File: src/rtl/parity_pkg.sv
`default_nettype none
// ============================================================================
//  Module      : parity_pkg
//  Description : Shared definitions for the parity frame transmitter: frame
//                geometry constants, the transmitter state enumeration and a
//                parity helper.
//  Revision    : 1.0 - initial release
// ============================================================================
package parity_pkg;

  // Payload width and total serial bits per frame (start + data + parity + stop)
  localparam int DATA_BITS  = 4;
  localparam int FRAME_BITS = 7;

  typedef enum logic [2:0] {
    IDLE   = 3'd0,
    START  = 3'd1,
    DATA   = 3'd2,
    PARITY = 3'd3,
    STOP   = 3'd4
  } state_e;

  // 1 when the nibble holds an odd number of ones
  function automatic logic calc_parity(input logic [DATA_BITS-1:0] d);
    return ^d;
  endfunction

endpackage
`default_nettype wire

File: src/rtl/bit_timer.sv
`default_nettype none
// ============================================================================
//  Module      : bit_timer
//  Description : Bit-period counter. Counts 0..CLKS_PER_BIT-1 and wraps;
//                tick is high while the count sits on its last value, marking
//                the final cycle of the current serial bit.
//  Ports       : clk   - system clock
//                n_rst - asynchronous active-low reset
//                clear - hold the count at 0 (used while the line is idle)
//                tick  - last cycle of the bit period
//  Revision    : 1.0 - initial release
// ============================================================================
module bit_timer #(
  parameter int CLKS_PER_BIT = 4
) (
  input  logic clk,
  input  logic n_rst,
  input  logic clear,
  output logic tick
);

  // A one-cycle bit period still needs a 1-bit counter to stay legal
  localparam int            CW   = (CLKS_PER_BIT > 1) ? $clog2(CLKS_PER_BIT) : 1;
  localparam logic [CW-1:0] LAST = CW'(CLKS_PER_BIT - 1);

  logic [CW-1:0] cnt_q;
  logic [CW-1:0] cnt_d;

  assign tick = (cnt_q == LAST);

  always_comb begin
    cnt_d = cnt_q + CW'(1);
    if (clear || tick) begin
      cnt_d = '0;
    end
  end

  always_ff @(posedge clk or negedge n_rst) begin
    if (!n_rst) begin
      cnt_q <= '0;
    end else begin
      cnt_q <= cnt_d;
    end
  end

endmodule
`default_nettype wire

File: src/rtl/parity_frame_tx.sv
`default_nettype none
// ============================================================================
//  Module      : parity_frame_tx
//  Description : Serialises a 4-bit nibble with its upstream parity bit into
//                a 7-bit frame: start(0), data LSB first, parity, stop(1).
//                Each bit lasts CLKS_PER_BIT cycles. A mismatch between the
//                supplied parity and the recomputed one raises a sticky error
//                flag; the supplied parity is still transmitted unchanged.
//  Ports       : clk        - system clock, rising edge
//                n_rst      - asynchronous active-low reset
//                data       - nibble to send
//                par_in     - upstream parity of data (1 = odd ones)
//                valid      - data/par_in presented
//                ready      - accepting a nibble this cycle (IDLE only)
//                tx         - serial line, idle high
//                frame_done - one-cycle pulse on the first cycle back in IDLE
//                par_err    - sticky parity mismatch flag
//  Revision    : 1.0 - initial release
// ============================================================================
module parity_frame_tx
  import parity_pkg::*;
#(
  parameter int CLKS_PER_BIT = 4
) (
  input  logic                 clk,
  input  logic                 n_rst,
  input  logic [DATA_BITS-1:0] data,
  input  logic                 par_in,
  input  logic                 valid,
  output logic                 ready,
  output logic                 tx,
  output logic                 frame_done,
  output logic                 par_err
);

  localparam logic [1:0] LAST_IDX = 2'(DATA_BITS - 1);

  state_e               state_q, state_d;
  logic [DATA_BITS-1:0] data_q,  data_d;
  logic                 par_q,   par_d;
  logic [1:0]           idx_q,   idx_d;
  logic                 err_q,   err_d;
  logic                 tx_q,    tx_d;
  logic                 ready_q, ready_d;
  logic                 done_q,  done_d;

  logic tick;
  logic timer_clear;

  // Timer is held at zero while idle so the start bit gets a full period
  // beginning the cycle after the accepting edge.
  assign timer_clear = (state_q == IDLE);

  bit_timer #(
    .CLKS_PER_BIT (CLKS_PER_BIT)
  ) u_bit_timer (
    .clk   (clk),
    .n_rst (n_rst),
    .clear (timer_clear),
    .tick  (tick)
  );

  always_comb begin
    state_d = state_q;
    data_d  = data_q;
    par_d   = par_q;
    idx_d   = idx_q;
    err_d   = err_q;
    done_d  = 1'b0;
    tx_d    = 1'b1;

    unique case (state_q)
      IDLE: begin
        if (valid) begin
          state_d = START;
          data_d  = data;
          par_d   = par_in;
          idx_d   = '0;
          if (par_in != calc_parity(data)) begin
            err_d = 1'b1;
          end
        end
      end
      START: begin
        if (tick) begin
          state_d = DATA;
        end
      end
      DATA: begin
        if (tick) begin
          if (idx_q == LAST_IDX) begin
            state_d = PARITY;
          end else begin
            idx_d = idx_q + 2'd1;
          end
        end
      end
      PARITY: begin
        if (tick) begin
          state_d = STOP;
        end
      end
      STOP: begin
        if (tick) begin
          state_d = IDLE;
          done_d  = 1'b1;
        end
      end
      default: begin
        state_d = IDLE;
      end
    endcase

    // Outputs are decoded from the next state so that every port is a flop
    // reflecting the state actually entered on this edge.
    ready_d = (state_d == IDLE);

    case (state_d)
      START:   tx_d = 1'b0;
      DATA:    tx_d = data_d[idx_d];
      PARITY:  tx_d = par_d;
      default: tx_d = 1'b1;
    endcase
  end

  always_ff @(posedge clk or negedge n_rst) begin
    if (!n_rst) begin
      state_q <= IDLE;
      data_q  <= '0;
      par_q   <= 1'b0;
      idx_q   <= '0;
      err_q   <= 1'b0;
      tx_q    <= 1'b1;
      ready_q <= 1'b1;
      done_q  <= 1'b0;
    end else begin
      state_q <= state_d;
      data_q  <= data_d;
      par_q   <= par_d;
      idx_q   <= idx_d;
      err_q   <= err_d;
      tx_q    <= tx_d;
      ready_q <= ready_d;
      done_q  <= done_d;
    end
  end

  assign ready      = ready_q;
  assign tx         = tx_q;
  assign frame_done = done_q;
  assign par_err    = err_q;

endmodule
`default_nettype wire

File: config.mk
export PLATFORM = sky130hd
export DESIGN_NAME = parity_frame_tx
export DESIGN_NICKNAME = d
export VERILOG_FILES = /design/src/rtl/parity_pkg.sv /design/src/rtl/bit_timer.sv /design/src/rtl/parity_frame_tx.sv
export SDC_FILE = /design/constraint.sdc
export NUM_CORES = 1
export LEC_CHECK = 0
export BUFFER_PORTS_ARGS = -buffer_cell sky130_fd_sc_hd__buf_2
export CORE_UTILIZATION = 50
export CTS_CLUSTER_DIAMETER = 200
export CTS_CLUSTER_SIZE = 30
export DETAILED_ROUTE_END_ITERATION = 12
export PLACE_DENSITY = 0.8
export SYNTH_ARGS = -nofsm -noshare
export SYNTH_HDL_FRONTEND = slang
export SYNTH_SLANG_ARGS = --single-unit
File: constraint.sdc
create_clock -name clk -period 2.55 [get_ports clk]
set_clock_uncertainty 0.15 [all_clocks]
set_input_delay 0.255 -clock clk [delete_from_list [all_inputs] [get_ports clk]]
set_output_delay 0.255 -clock clk [all_outputs]
set_load 0.01 [all_outputs]
==> summary.txt, run 1 <==
Synth
  • Avg Inst Size Synth: 11.86 sq um
  • Top-area cell type share of the netlist area: 44.09%
  • Synth unique cells: 28
  • FFs w/ async S/R, synth: 100.0%
  • Top_reg_cell synth: dfrtp_1
  • Post-Synthesis Cell Area: 794.5 sq um
  • Area leader, netlist: dfrtp_1
  • YS warnings: 0
  • Sequential area share after synthesis: 50.71%
  • EDFF count, synth: 0
  • Cells after synthesis: 67
  • Synth Net Count: 77
  • Cell with the most instances after synthesis: dfrtp_1
  • Synth Register Bits: 16
  • Synth top cells by count: dfrtp_1 (14), nand2_1 (6), nor2_1 (5), xnor2_1 (5)
  • Top area cells in the synthesized netlist: dfrtp_1 (44%), dfstp_2 (6.6%), mux2_2 (5.7%)

Critical path
  • Worst EP required: 2610 ps
  • Crit-path max FO: 5
  • Worst Path Buf+Inv: 0
  • Critical Path Slowest Stage Cell: dfrtp_1
  • WS Path Type: reg -> reg
  • R2R Path End: tx$_DFF_PN1_
  • Cells along the critical path: ha_1 -> and4bb_2 -> a21oi_1 -> mux2i_1 -> a211o_1 -> o2111ai_1
  • Reg2Reg Setup Slack: 570 ps
  • CP endpoint kind: flop
  • CP max stage delay: 410 ps
  • CP Launch Type: flop
  • Reg2Reg Depth: 6
  • Top delay family on crit path: compound AO/OA/AOI/OAI gates
  • Worst path arrival time: 2040 ps
  • Worst r2r src: u_bit_timer.cnt_q[0]$_DFF_PN0_

Floorplanning
  • DIE AREA: 1752 sq um
  • I/O Pins: 12
  • Initial Utilization: 53.36%
  • Core Region: 1489 sq um
  • Chip height: 41.86 um
  • Chip width: 41.86 um
  • Site row count: 14

Run
  • Maxcap violations: 0

Cells and area
  • Reg area: 402.9 sq um
  • Layout cells sized above 1: 35.00%
  • Cell Count, Final, Fillers Out: 96
  • Diodes inserted: 0
  • Nets@finish: 91
  • Area of the multi-input gates: 360.3 sq um
  • Area growth syn-to-layout: 11.81%
  • # fillers: 121

Pwr
  • P_leak: 0.0004134 uW
  • Power per cell area: 1107 nW/um^2
  • VDD IR max: 0.4595 mV

Placement
  • Port buffer count: 11
  • Final HPWL DP: 905.1 um
  • GP Congestion: 0.7709
  • Placed cells: 91

GRT
  • Largest net degree at the start of global routing: 17
  • Remaining Overflow, GRT: 0
  • Vias in the first global route: 554
  • First-pass GRT wire length: 2208 um
  • GRT Total Usage: 17.01%
  • Initial antenna violation count: 0

Clock tree
  • Root Buffer: clkbuf_4
  • H-Tree Depth: 1
  • Clk_lat worst skew: 280 ps
  • Cts bufs inserted: 3
  • Clock Tree Buf Depth: 2
  • Reg clk slew, reported paths: 90 ps
  • CTS sink count: 16
  • CTS tree: built
  • CTS-repair resized insts: 0

Timing
  • Final min period: 1982 ps
  • Slew Viols, Final: 0
  • Worst relative slew slack: 74.38%
  • Setup TNS: 0 ps
  • Setup violations, final: 0
  • Slew @ Worst Pin: 383.1 ps
  • Period utilization: 77.73%
  • Final Hold Viols: 0
  • Fmax achieved: 0.5045 GHz
  • RSZ-0062 raised after global routing: no

Hold path
  • Worst min path class: in -> reg
  • HP Start: data[0]
  • Hold Path Cell Cnt: 2
  • Min-Delay Endpoint: data_q[0]$_DFF_PN0_

Detailed routing
  • Drt wl/cell: 12.78 um
  • First-pass DRT Iterations: 6
  • Via count: 540
  • Detailed-route vias per instance: 5.625
  • Remaining DRCs: 0
  • Detail Route Antenna Nets: 0
  • DRT iter0 DRCs: 6
  • Total wire length: 1227 um

Status
  • Status: complete, no violations
[worst max-delay path by stage]
stage | cells after the start | start | end | slack [ps]
floorplan | 6 | state_q[2]$_DFF_PN0_ | tx$_DFF_PN1_ | 690
global placement | 6 | u_bit_timer.cnt_q[0]$_DFF_PN0_ | tx$_DFF_PN1_ | 640
detailed placement | 6 | u_bit_timer.cnt_q[0]$_DFF_PN0_ | tx$_DFF_PN1_ | 630
CTS | 6 | u_bit_timer.cnt_q[0]$_DFF_PN0_ | tx$_DFF_PN1_ | 570
global route | 6 | u_bit_timer.cnt_q[0]$_DFF_PN0_ | tx$_DFF_PN1_ | 430
finish | 6 | u_bit_timer.cnt_q[0]$_DFF_PN0_ | tx$_DFF_PN1_ | 570
[worst register-to-register path: stages, from the launching register on]
cell and delay, ps:
dfrtp_1 410, ha_1 260, and4bb_2 290, a21oi_1 280, mux2i_1 130, a211o_1 300, o2111ai_1 90
[flip-flops by register name, summed over array words and instances, names as in the netlist]
register and count:
tx 1, state_q 3, data_q 4, par_q 1
ready 1, idx_q 2, frame_done 1, par_err 1
u_bit_timer.cnt_q 2
[metrics by stage]
stage | hold WS [ps] | setup slack, ps | utilization (%) | cell area, sq um | power, uW
2_1_floorplan | -190.6 | 693.8 | - | 794.5 | 748.5
3_3_place_gp | 27.32 | 641.7 | 56.55 | 842.1 | 806.9
3_5_place_dp | 30.37 | 631.4 | 56.55 | 842.1 | 823.6
4_1_cts | 69.77 | 571.8 | 59.66 | 888.4 | 991.7
5_1_grt | 75.86 | 434.6 | 59.66 | 888.4 | 1061
6_report | 79.61 | 568.0 | 59.66 | 888.4 | 983.1
[per-layer routing]
layer | GRT usage [%] | vias to the layer above | wire (um)
li1 | - | 265 | -
met1 | 20.46 | 260 | 556
met2 | 27.50 | 13 | 600
met3 | 5.217 | 2 | 63
met4 | 8.387 | 0 | 6
met5 | 0 | - | 0
[kinds of logic (layout without fill, tap and decap cells)]
| logic type | Yosys count | in the layout | synth area share, % |
|---|---|---|---|
| simple gates | 21 | 21 | 14.80 |
| flops | 16 | 16 | 50.71 |
| compound gates | 11 | 11 | 10.71 |
| mux | 7 | 7 | 10.08 |
| xor+xnor | 6 | 6 | 6.614 |
| buf+inv | 4 | 17 | 3.936 |
| fa+ha+maj | 2 | 2 | 3.149 |
[report_power, final]
| part | total, uW | switching, uW | internal, uW |
|---|---|---|---|
| clock network | 165 | 77.6 | 87.0 |
| registers | 442 | 74.2 | 367 |
| logic | 377 | 184 | 193 |
| total | 983 | 336 | 647 |
[placed cells by master (no fill, tap or decap), types with 2 or more instances in the layout]
master     n
dfrtp_1   14
buf_2     11
nand2_1    6
nor2_1     5
xnor2_1    5
mux2_2     4
nor3_1     4
a21oi_1    3
clkbuf_4   3
mux2i_1    2
a211o_1    2
ha_1       2
dfstp_2    2
[area by class of cell]
cell class / count / area share [%]
clock buffers: 4 / 4.085
inverters: 1 / 0.4225
multi-input cells: 47 / 40.56
flip-flops and latches: 16 / 45.35
well taps: 16 / 2.254
repair buffers: 12 / 7.324
[timing repair]
| action | 4_1_cts | 5_1_grt |
|---|---|---|
| buffers inserted | 0 | 0 |
| endpoints found under the setup margin | 0 | 0 |
| hold buffers | 1 | 0 |
| endpoints found under the hold margin | 15 | 0 |
(Power assumes the default switching activity.)
==> run 2: changes to the inputs <==
--- a/config.mk
+++ b/config.mk
@@ -6,11 +6,11 @@
 export NUM_CORES = 1
 export LEC_CHECK = 0
 export BUFFER_PORTS_ARGS = -buffer_cell sky130_fd_sc_hd__buf_2
-export CORE_UTILIZATION = 50
+export CORE_UTILIZATION = 48
 export CTS_CLUSTER_DIAMETER = 200
 export CTS_CLUSTER_SIZE = 30
 export DETAILED_ROUTE_END_ITERATION = 12
-export PLACE_DENSITY = 0.8
+export PLACE_DENSITY = 0.81
 export SYNTH_ARGS = -nofsm -noshare
 export SYNTH_HDL_FRONTEND = slang
 export SYNTH_SLANG_ARGS = --single-unit
==> constraint.sdc (replaced) <==
create_clock -name clk -period 1.65 [get_ports clk]
set_clock_uncertainty 0.15 [all_clocks]
set_input_delay 0.165 -clock clk [delete_from_list [all_inputs] [get_ports clk]]
set_output_delay 0.165 -clock clk [all_outputs]
set_load 0.01 [all_outputs]
==> summary.txt, run 2 (synthesis results as in run 1) <==
Critical path
  • CP Launch Type: flop
  • Worst path arrival time: 1840 ps
  • CP endpoint kind: flop
  • Critical Path Slowest Stage Cell: dfrtp_1
  • WS Path Type: reg -> reg
  • Top delay family on crit path: compound AO/OA/AOI/OAI gates
  • Worst Path Buf+Inv: 0
  • Crit-path max FO: 4
  • CP max stage delay: 400 ps
  • Cells along the critical path: ha_2 -> and4bb_2 -> a21oi_4 -> mux2i_1 -> a211o_1 -> o2111ai_1
  • Worst EP required: 1710 ps

Placement
  • Setup WS pre-CTS: -138.4 ps
  • Final HPWL DP: 1156 um
  • Post-DP Area: 928.4 sq um
  • Port buffer count: 11
  • GP Congestion: 0.8200

Timing
  • Final min period: 1777 ps
  • RSZ-0062 raised after global routing: yes
  • Setup violations, final: 5
  • Worst relative slew slack: 73.49%
  • Period utilization: 107.7%
  • Final WS setup: -127.5 ps
  • Setup TNS: -211.5 ps
  • Fmax achieved: 0.5626 GHz
  • Slew Viols, Final: 0
  • Slew @ Worst Pin: 396.4 ps
  • Final Hold Viols: 0

Cells and area
  • Largest regs: data_q (4), state_q (3)
  • Post-route cell area: 1060 sq um
  • Area growth syn-to-layout: 33.39%
  • Layout cells sized above 1: 45.92%
  • Biggest register: data_q
  • Largest register FFs: 4
  • Nets@finish: 109
  • Commonest cells after routing, fill and taps aside: dfrtp_1 (14), buf_4 (12), buf_2 (11)
  • Diodes inserted: 0
  • Commonest non-fill, non-tap cell in the layout: dfrtp_1

Floorplanning
  • Chip height: 42.69 um
  • Chip width: 42.69 um
  • DIE AREA: 1822 sq um
  • Core Region: 1524 sq um
  • I/O Pins: 12
  • Initial Utilization: 52.13%
  • Site row count: 14

GRT
  • Vias in the first global route: 646
  • Initial antenna violation count: 0
  • Largest net degree at the start of global routing: 17
  • First-pass GRT wire length: 2980 um
  • Remaining Overflow, GRT: 0
  • GRT Total Usage: 22.01%

Pwr
  • VDD IR max: 1.075 mV
  • Post-layout power: 1778 uW
  • Power per cell area: 1678 nW/um^2
  • P_leak: 0.0005038 uW

Status
  • Failing checks: setup timing
  • Status: complete, but fails checks

Detailed routing
  • Via count: 644
  • Detail Route Antenna Nets: 0
  • DRT iter0 DRCs: 18
  • Remaining DRCs: 0
  • First-pass DRT Iterations: 4
  • Drt wl/cell: 15.03 um
  • Detailed-route vias per instance: 5.649
  • Total wire length: 1713 um

Clock tree
  • CTS sink count: 16
  • Cts bufs inserted: 3
  • Reg clk slew, reported paths: 90 ps
  • CTS tree: built
  • Root Buffer: clkbuf_4
  • H-Tree Depth: 1
  • Clk_lat worst skew: 290 ps
  • Clock Tree Buf Depth: 2

Run
  • Maxcap violations: 0

Hold path
  • Worst min path class: in -> reg
-- run 2: layout make-up --
class | count | area [sq um]
well taps | 16 | 20.02
clock buffers | 4 | 36.28
flip-flops and latches | 16 | 402.9
multi-input cells | 47 | 379.1
fillers | 102 | 464.2
repair buffers | 30 | 217.7
inverters | 1 | 3.754
-- run 2: metrics by stage --
step | cells | util, % | hold WS, ps
2_1_floorplan | 67 | - | -280.6
3_3_place_gp | 102 | 60.92 | -64.33
3_5_place_dp | 102 | 60.92 | -52.93
4_1_cts | 112 | 67.73 | 9.482
5_1_grt | 114 | 69.54 | 28.17
6_report | 114 | 69.54 | 33.12
-- run 2: final timing paths --
path,startpoint,end,slack [ps],cells past startpoint
worst min register to register,par_err$_DFFE_PN0P_,par_err$_DFFE_PN0P_,330,1
max in group asynchronous,n_rst,tx$_DFF_PN1_,900,2
worst min-delay path,par_in,par_q$_DFF_PN0_,30,2
worst max register to register,u_bit_timer.cnt_q[1]$_DFF_PN0_,tx$_DFF_PN1_,-130,6
worst max-delay path,u_bit_timer.cnt_q[1]$_DFF_PN0_,tx$_DFF_PN1_,-130,6
min in group asynchronous,n_rst,idx_q[0]$_DFF_PN0_,150,2
-- run 2: what timing repair did --
action,in CTS,in global routing
gates resized for setup,2,3
setup buffers,1,2
hold endpoints to repair,20,0
hold buffers,5,0
pin swaps,3,2
setup endpoints to repair,6,6
-- run 2: where the power goes --
part	total (uW)	internal (uW)	switching (uW)
Clock	256	134	122
Sequential	671	569	102
Combinational	851	455	396
Total	1780	1160	620
-- run 2: metal layers --
metal | share of wire, % | track usage [%] | vias up
li1 | - | - | 301
met1 | 46 | 28.49 | 329
met2 | 50 | 37.88 | 12
met3 | 2.9 | 3.404 | 2
met4 | 0.93 | 6.250 | 0
met5 | 0 | 0 | -
==> run 3: changes to the inputs <==
--- a/config.mk
+++ b/config.mk
@@ -5,12 +5,12 @@
 export SDC_FILE = /design/constraint.sdc
 export NUM_CORES = 1
 export LEC_CHECK = 0
-export BUFFER_PORTS_ARGS = -buffer_cell sky130_fd_sc_hd__buf_2
-export CORE_UTILIZATION = 48
+export CORE_UTILIZATION = 50
 export CTS_CLUSTER_DIAMETER = 200
 export CTS_CLUSTER_SIZE = 30
 export DETAILED_ROUTE_END_ITERATION = 12
-export PLACE_DENSITY = 0.81
+export DONT_BUFFER_PORTS = 1
+export PLACE_DENSITY = 0.77
 export SYNTH_ARGS = -nofsm -noshare
 export SYNTH_HDL_FRONTEND = slang
 export SYNTH_SLANG_ARGS = --single-unit
==> summary.txt, run 3 (synthesis results as in run 1) <==
Clock tree
  • Clk_lat worst skew: 290 ps
  • Reg clk slew, reported paths: 100 ps
  • CTS sink count: 16
  • Root Buffer: clkbuf_4
  • Clock Tree Buf Depth: 2
  • H-Tree Depth: 1
  • CTS tree: built
  • Cts bufs inserted: 3

Timing
  • Slew Viols, Final: 0
  • Final Hold Viols: 0
  • Period utilization: 106.1%
  • Final WS setup: -101.1 ps
  • Final min period: 1751 ps
  • Worst relative slew slack: 50.88%
  • Setup violations, final: 5
  • RSZ-0062 raised after global routing: yes
  • Slew @ Worst Pin: 734.4 ps
  • Fmax achieved: 0.5711 GHz

Critical path
  • Worst path arrival time: 1810 ps
  • Worst EP required: 1710 ps
  • Crit-path max FO: 6
  • CP Launch Type: flop
  • R2R Path End: tx$_DFF_PN1_
  • Worst r2r src: state_q[0]$_DFF_PN0_
  • Critical Path Slowest Stage Cell: or4b_4
  • WS Path Type: reg -> reg
  • CP max stage delay: 590 ps
  • Reg2Reg Depth: 4
  • Reg2Reg Setup Slack: -100 ps
  • CP endpoint kind: flop
  • Cells along the critical path: or4b_4 -> mux2_4 -> nand3_2 -> o2111ai_2

Floorplanning
  • Core Region: 1489 sq um
  • Site row count: 14
  • I/O Pins: 12
  • Chip height: 41.86 um
  • Initial Utilization: 53.36%
  • Chip width: 41.86 um
  • DIE AREA: 1752 sq um

GRT
  • GRT Total Usage: 20.68%
  • Remaining Overflow, GRT: 0
  • Initial antenna violation count: 0
  • Largest net degree at the start of global routing: 17
  • First-pass GRT wire length: 2594 um
  • Vias in the first global route: 602

Cells and area
  • Biggest register: data_q
  • Layout cells sized above 1: 38.37%
  • Largest register FFs: 4
  • Commonest non-fill, non-tap cell in the layout: dfrtp_1
  • Commonest cells after routing, fill and taps aside: dfrtp_1 (14), buf_4 (10), dlygate4sd3_1 (7)
  • Area growth syn-to-layout: 26.46%
  • Nets@finish: 97
  • Largest regs: data_q (4), state_q (3)
  • Diodes inserted: 0

Placement
  • Final HPWL DP: 1060 um
  • GP Congestion: 0.7857
  • Port buffer count: 0
  • Setup WS pre-CTS: -146.6 ps

Hold path
  • HP Start: data[1]
  • Hold Path Cell Cnt: 4
  • Worst min path class: in -> reg
  • Min-Delay Endpoint: par_err$_DFFE_PN0P_

Pwr
  • Power per cell area: 1684 nW/um^2
  • P_leak: 0.0004534 uW
  • VDD IR max: 0.9239 mV
  • Post-layout power: 1692 uW

Detailed routing
  • Via count: 560
  • First-pass DRT Iterations: 4
  • Detail Route Antenna Nets: 0
  • Remaining DRCs: 0
  • Total wire length: 1518 um
  • DRT iter0 DRCs: 5
  • Drt wl/cell: 14.88 um
  • Detailed-route vias per instance: 5.490

Status
  • Failing checks: setup timing
  • Status: complete, but fails checks

Run
  • Maxcap violations: 0
run 3: repair_timing:
item                       CTS  global route
setup buffers                1             0
hold buffers                 7             0
hold endpoints to repair    23             0
pin swaps                    2             0
setup endpoints to repair    5             6
gates resized for setup      2             4
gates cloned                 0             0
run 3: layout make-up:
class	instances	area (sq um)
fill	100	484.2
sequential	16	402.9
multi-input combinational	47	385.4
timing repair buffer	18	156.4
clock buffer	4	36.28
tap	16	20.02
inverter	1	3.754
run 3: through the flow:
stage,util [%],hold slack [ps],area [sq um],TNS [ps],cells
2_1_floorplan,-,-280.6,798.3,-157.9,67
3_3_place_gp,58.15,-280.3,865.8,-201.6,90
3_5_place_dp,58.15,-280.2,865.8,-278.9,90
4_1_cts,66.39,113.4,988.4,-282.5,102
5_1_grt,67.48,138.8,1005,-542.8,102
6_report,67.48,113.6,1005,-230.2,102
run 3: power breakdown:
group / internal, uW / switching (uW) / total, uW / leakage, uW
Sequential: 570 / 115 / 685 / 0.000193
Combinational: 402 / 339 / 741 / 0.000239
Clock: 135 / 131 / 265 / 0.0000210
Total: 1110 / 585 / 1690 / 0.000453
run 3: per-layer routing:
metal	routed length [um]	share of wire [%]	GRT usage (%)
met1	652	43	25.86
met2	783	52	31.87
met3	43	2.8	5.652
met4	40	2.6	12.26
met5	0	0	0
run 3: worst max path at each step:
stage | startpoint | endpoint | cells after the start
after floorplan | state_q[2]$_DFF_PN0_ | tx$_DFF_PN1_ | 6
after global placement | u_bit_timer.cnt_q[0]$_DFF_PN0_ | tx$_DFF_PN1_ | 6
after detailed placement | u_bit_timer.cnt_q[0]$_DFF_PN0_ | tx$_DFF_PN1_ | 6
after CTS | state_q[0]$_DFF_PN0_ | tx$_DFF_PN1_ | 4
after global routing | u_bit_timer.cnt_q[0]$_DFF_PN0_ | tx$_DFF_PN1_ | 6
final | state_q[0]$_DFF_PN0_ | tx$_DFF_PN1_ | 4
run 3: worst max-delay path, delay by kind of cell (launching register included):
| family | cells | cell delay [ps] |
|---|---|---|
| and+or+nand+nor | 2 | 670 |
| muxes | 1 | 340 |
| AOI/OAI and AO/OA | 1 | 90 |
| DFF | 1 | 420 |
